==> src/rtl/div_period_meter.sv <==
// Measures period and high time of a slow signal in clk cycles.
// Results are held in a valid/ack register with sticky overrun and stall flags.
module div_period_meter #(
    parameter int unsigned      CNT_W       = 28,
    parameter int unsigned      SYNC_STAGES = 2,
    parameter logic [CNT_W-1:0] TIMEOUT     = CNT_W'(16777215)
) (
    input  logic             clk,
    input  logic             rst,
    input  logic             sig_in,
    input  logic             meas_ack,
    output logic [CNT_W-1:0] period,
    output logic [CNT_W-1:0] high_time,
    output logic             meas_valid,
    output logic             overrun,
    output logic             stalled
);

    typedef enum logic {SEEK, RUN} state_t;

    state_t                 state;
    logic [SYNC_STAGES-1:0] sync;
    logic                   sig_d;
    logic [CNT_W-1:0]       per_cnt;
    logic [CNT_W-1:0]       hi_cnt;

    logic sig_s;
    logic rise;
    logic capture;
    logic ack_ok;

    assign sig_s   = sync[SYNC_STAGES-1];
    assign rise    = sig_s & ~sig_d;
    assign capture = (state == RUN) && rise;
    assign ack_ok  = meas_valid && meas_ack;

    always_ff @(posedge clk) begin
        if (rst) begin
            state      <= SEEK;
            sync       <= '0;
            sig_d      <= 1'b0;
            per_cnt    <= '0;
            hi_cnt     <= '0;
            period     <= '0;
            high_time  <= '0;
            meas_valid <= 1'b0;
            overrun    <= 1'b0;
            stalled    <= 1'b0;
        end else begin
            sync  <= {sync[SYNC_STAGES-2:0], sig_in};
            sig_d <= sig_s;

            case (state)
                SEEK: begin
                    if (rise) begin
                        per_cnt <= CNT_W'(1);
                        hi_cnt  <= CNT_W'(1);
                        state   <= RUN;
                    end else begin
                        per_cnt <= '0;
                        hi_cnt  <= '0;
                    end
                end
                RUN: begin
                    if (rise) begin
                        per_cnt <= CNT_W'(1);
                        hi_cnt  <= CNT_W'(1);
                    end else if (per_cnt == TIMEOUT) begin
                        // No edge within the window: disarm so per_cnt never wraps
                        state   <= SEEK;
                        stalled <= 1'b1;
                        per_cnt <= '0;
                        hi_cnt  <= '0;
                    end else begin
                        per_cnt <= per_cnt + CNT_W'(1);
                        hi_cnt  <= hi_cnt + CNT_W'(sig_s);
                    end
                end
                default: state <= SEEK;
            endcase

            if (capture) begin
                period     <= per_cnt;
                high_time  <= hi_cnt;
                meas_valid <= 1'b1;
                stalled    <= 1'b0;
                if (meas_valid && !meas_ack)
                    overrun <= 1'b1;
            end else if (ack_ok) begin
                meas_valid <= 1'b0;
                overrun    <= 1'b0;
            end
        end
    end

endmodule

==> config.mk <==
export PLATFORM = sky130hd
export DESIGN_NAME = div_period_meter
export DESIGN_NICKNAME = d
export VERILOG_FILES = /design/src/rtl/div_period_meter.sv
export SDC_FILE = /design/constraint.sdc
export NUM_CORES = 1
export LEC_CHECK = 0
export ABC_AREA = 1
export CORE_MARGIN = 1.5
export CORE_UTILIZATION = 43
export CTS_CLUSTER_SIZE = 20
export DETAILED_ROUTE_END_ITERATION = 8
export HOLD_SLACK_MARGIN = 0.12
export PLACE_DENSITY = 0.64
export SYNTH_ARGS = -nofsm -noshare
export SYNTH_HDL_FRONTEND = slang
export SYNTH_SLANG_ARGS = --single-unit
==> constraint.sdc <==
create_clock -name clk -period 1.6 [get_ports clk]
set_input_delay 0.32 -clock clk [delete_from_list [all_inputs] [get_ports clk]]
set_output_delay 0.32 -clock clk [all_outputs]
set_load 0.01 [all_outputs]
==> impl_metrics.py <==
metrics = {
    "place": {
        "dp_hpwl_um": 9031,
        "place_inst": 927,
        "portBuffers": 62,
        "finalWeightedCongestion": 0.8549,
    },
    "critical_path": {
        "critPathKind": "reg2reg",
        "cp_data_required_time_ns": 1.91,
        "worstSetupEndpointType": "flip-flop",
        "cp_max_fo": 7,
        "reg2reg_to": "per_cnt[20]$_SDFF_PP0_",
        "cp_cell_sequence": "ha_4, nand2_4, nor2_4, nand2_4, nor2_4, nand2_2, nand3_4, clkbuf_16, a21oi_1",
        "worst_setup_path_start_kind": "flip-flop",
        "arrival_ns": 1.86,
        "rrSetupSlack_ns": 0.05,
        "cpLargestDelayFamily": "simple AND/OR/NAND/NOR gates",
        "r2r-start": "per_cnt[1]$_SDFF_PP0_",
        "cp_num_buf_inv": 1,
        "r2r_cells": 9,
        "cp_slowest_cell": "dfxtp_2",
        "cp_num_cells": 9,
        "cp_slowest_stage_delay_ns": 0.35,
    },
    "final_layout": {
        "antenna_cells": 0,
        "fin_nets": 818,
        "drive_above_1_share_pct": 15.41,
        "mostFrequentLayoutCell": "nand2_1",
        "instances_no_fill": 967,
        "finish.utilization_pct": 59.83,
        "mostFrequentLayoutCells": "nand2_1 (191), dfxtp_1 (104), nor2_1 (102)",
        "area_growth_pct": 34.06,
    },
    "global_route": {
        "grt_max_degree": 39,
        "grt_pass1_wl_um": 21670,
        "grt_remaining_overflow": 0,
        "first_global_vias": 4790,
        "track_usage_pct": 21.38,
        "antenna_found_initial": 0,
    },
    "die": {
        "die_w_um": 112.3,
        "fp.dieArea_um2": 12620,
        "core_um2": 11520,
        "ios": 63,
        "start_util_pct": 44.63,
        "num_rows": 39,
        "die_y_um": 112.3,
    },
    "sta": {
        "finalSetupViolCount": 0,
        "worst_pin_slew_ns": 0.3757,
        "max_freq_mhz": 643.4,
        "maxSlewViolCount": 0,
        "slew_headroom_pct": 74.95,
        "rsz0062_at_grt": "yes",
        "finalClockSkew_ns": 0.008807,
        "finalCritPeriodShare_pct": 97.14,
        "whs_ns": 0.2525,
        "tns_ns": 0,
        "period_minus_slack_ns": 1.554,
        "final-hold-violation-count": 0,
    },
    "detailed_routing": {
        "vias": 4936,
        "drc": 3,
        "drt_iter0_markers": 240,
        "drt-pass1-iter-count": 8,
        "routed_via_density": 5.104,
        "drtAntennaViolNets": 0,
        "wl_per_cell_um": 13.83,
        "drt-total-wl_um": 13370,
    },
    "cts": {
        "clock-sinks": 119,
        "postCtsHoldBufs": 0,
        "clk_pin_slew_ns": 0.05,
        "htree_levels": 4,
        "clockRootBuffer": "clkbuf_16",
        "cts_tree": "yes",
        "clk_latency_ns": 0.42,
        "clockBufferDepth": 2,
        "cts_buffers": 17,
    },
    "power_and_ir_drop": {
        "peakVddDrop_mv": 0.6127,
        "sw_frac_of_total_pct": 19.96,
        "p_comb_share_pct": 2.1,
        "p_int_mw": 5.667,
        "p_leak_nw": 2.506,
        "power_frac_seq_pct": 42.1,
        "powerDensity_nw_per_um2": 1028,
        "switchingPower_mw": 1.413,
        "clock_power_share_pct": 55.8,
    },
    "yosys": {
        "synthDistinctLibCells": 25,
        "synth_edf_count": 0,
        "syn_nets": 730,
        "yosysWarnings": 0,
        "syn_inst": 723,
        "ys_seq_area_share_pct": 46.35,
        "syn_area_um2": 5140,
        "ys_ff_latch": 119,
        "syn_avg_cell_area_um2": 7.109,
        "ys.flop_type": "dfxtp_1",
        "async_flop_share_pct": 0,
    },
    "outcome": {
        "status": "complete, but fails checks",
        "violations": "design-rule violations",
    },
    "min_path": {
        "hold_class": "in2reg",
        "worstHoldPathCells": 4,
        "hold_path_end": "stalled$_SDFFE_PP0P_",
        "worstHoldStart": "rst",
    },
    "job": {
        "maxCapViolCount": 0,
    },
}
[final cells by class]
class | instances | area (um2)
Fill cell | 1059 | 4626
Clock inverter | 7 | 115.1
Sequential cell | 119 | 2401
Inverter | 39 | 146.4
Tap cell | 143 | 178.9
Clock buffer | 25 | 505.5
Multi-Input combinational cell | 534 | 2624
Timing Repair Buffer | 100 | 919.6
[tightest hold or removal path: stages]
cell and delay [ns]:
buf_2 0.11, inv_1 0.08, nand2_1 0.07, a21oi_1 0.04
[layer usage]
layer	track usage, %	routed length [um]	vias up
met5	0	0	-
met4	8.692	319	0
met3	7.235	487	28
met2	37.75	6877	92
met1	23.64	5688	2296
li1	-	-	2520
[power groups by stage]
stage                     sequential [mW]  clock (mW)  combinational [mW]
after floorplan                      3.04           0              0.0921
after global placement               3.04           0               0.126
after detailed placement             3.04           0               0.128
after CTS                            2.98        4.00               0.130
after global routing                 2.98        4.17               0.164
final                                2.98        3.95               0.148
[logic make-up (layout without fill, tap and decap cells)]
| logic type | count (synthesis) | count (layout) | share of synthesized area, % |
|---|---|---|---|
| and+or+nand+nor | 421 | 421 | 34.83 |
| DFF | 119 | 119 | 46.35 |
| AOI/OAI and AO/OA | 92 | 92 | 9.104 |
| buffers and inverters | 70 | 171 | 5.915 |
| xor gates and xnor gates | 18 | 18 | 3.067 |
| adders and majority gates | 3 | 3 | 0.7304 |
[registers in the layout (all words and copies together), names as in the netlist]
| name | cells |
|---|---|
| hi_cnt | 28 |
| high_time | 28 |
| per_cnt | 28 |
| sig_d | 1 |
| meas_valid | 1 |
| period | 28 |
| overrun | 1 |
| sync | 2 |
| state | 1 |
| stalled | 1 |
[worst max-delay path by stage]
stage,startpoint,to,slack (ns)
floorplan,per_cnt[0]$_SDFF_PP0_,per_cnt[17]$_SDFF_PP0_,0.1
global placement,sync[1]$_SDFF_PP0_,hi_cnt[10]$_SDFF_PP0_,0.004
detailed placement,sync[1]$_SDFF_PP0_,hi_cnt[18]$_SDFF_PP0_,-0.08
CTS,sync[1]$_SDFF_PP0_,hi_cnt[14]$_SDFF_PP0_,0.002
global route,per_cnt[3]$_SDFF_PP0_,per_cnt[20]$_SDFF_PP0_,-0.04
finish,per_cnt[1]$_SDFF_PP0_,per_cnt[20]$_SDFF_PP0_,0.05
[synthesized netlist by cell type, types with 3 or more instances]
| library cell | instances | area, um2 |
|---|---|---|
| nor3_1 | 3 | 15.01 |
| ha_1 | 3 | 37.54 |
| nand3_1 | 71 | 355.3 |
| xnor2_1 | 12 | 105.1 |
| dfxtp_1 | 119 | 2382 |
| nand2_1 | 198 | 743.2 |
| buf_6 | 5 | 56.30 |
| a21oi_1 | 87 | 435.4 |
| o21bai_1 | 3 | 22.52 |
| clkbuf_1 | 21 | 78.83 |
| nand3b_1 | 13 | 97.59 |
| nand4_1 | 6 | 37.54 |
| nor2_2 | 4 | 25.02 |
| or2_2 | 5 | 31.28 |
| buf_2 | 3 | 15.01 |
| xor2_1 | 6 | 52.55 |
| inv_1 | 38 | 142.6 |
| nor2_1 | 115 | 431.7 |
[stage by stage]
step           setup slack (ns)  area, um2  power (mW)
6_report                0.04571       6890       7.080
5_1_grt                -0.04460       6890       7.310
4_1_cts                0.002208       6593       7.104
3_5_place_dp           -0.08057       6038       3.168
3_3_place_gp           0.003612       6038       3.166
2_1_floorplan           0.09908       5140       3.130
[timing repair]
item | 4_1_cts | 5_1_grt
resized for setup | 62 | 55
setup endpoints to repair | 65 | 57
gates cloned | 0 | 5
pin swaps | 0 | 9
buffers inserted | 0 | 3
No activity file was read; power rests on OpenSTA's default activity.
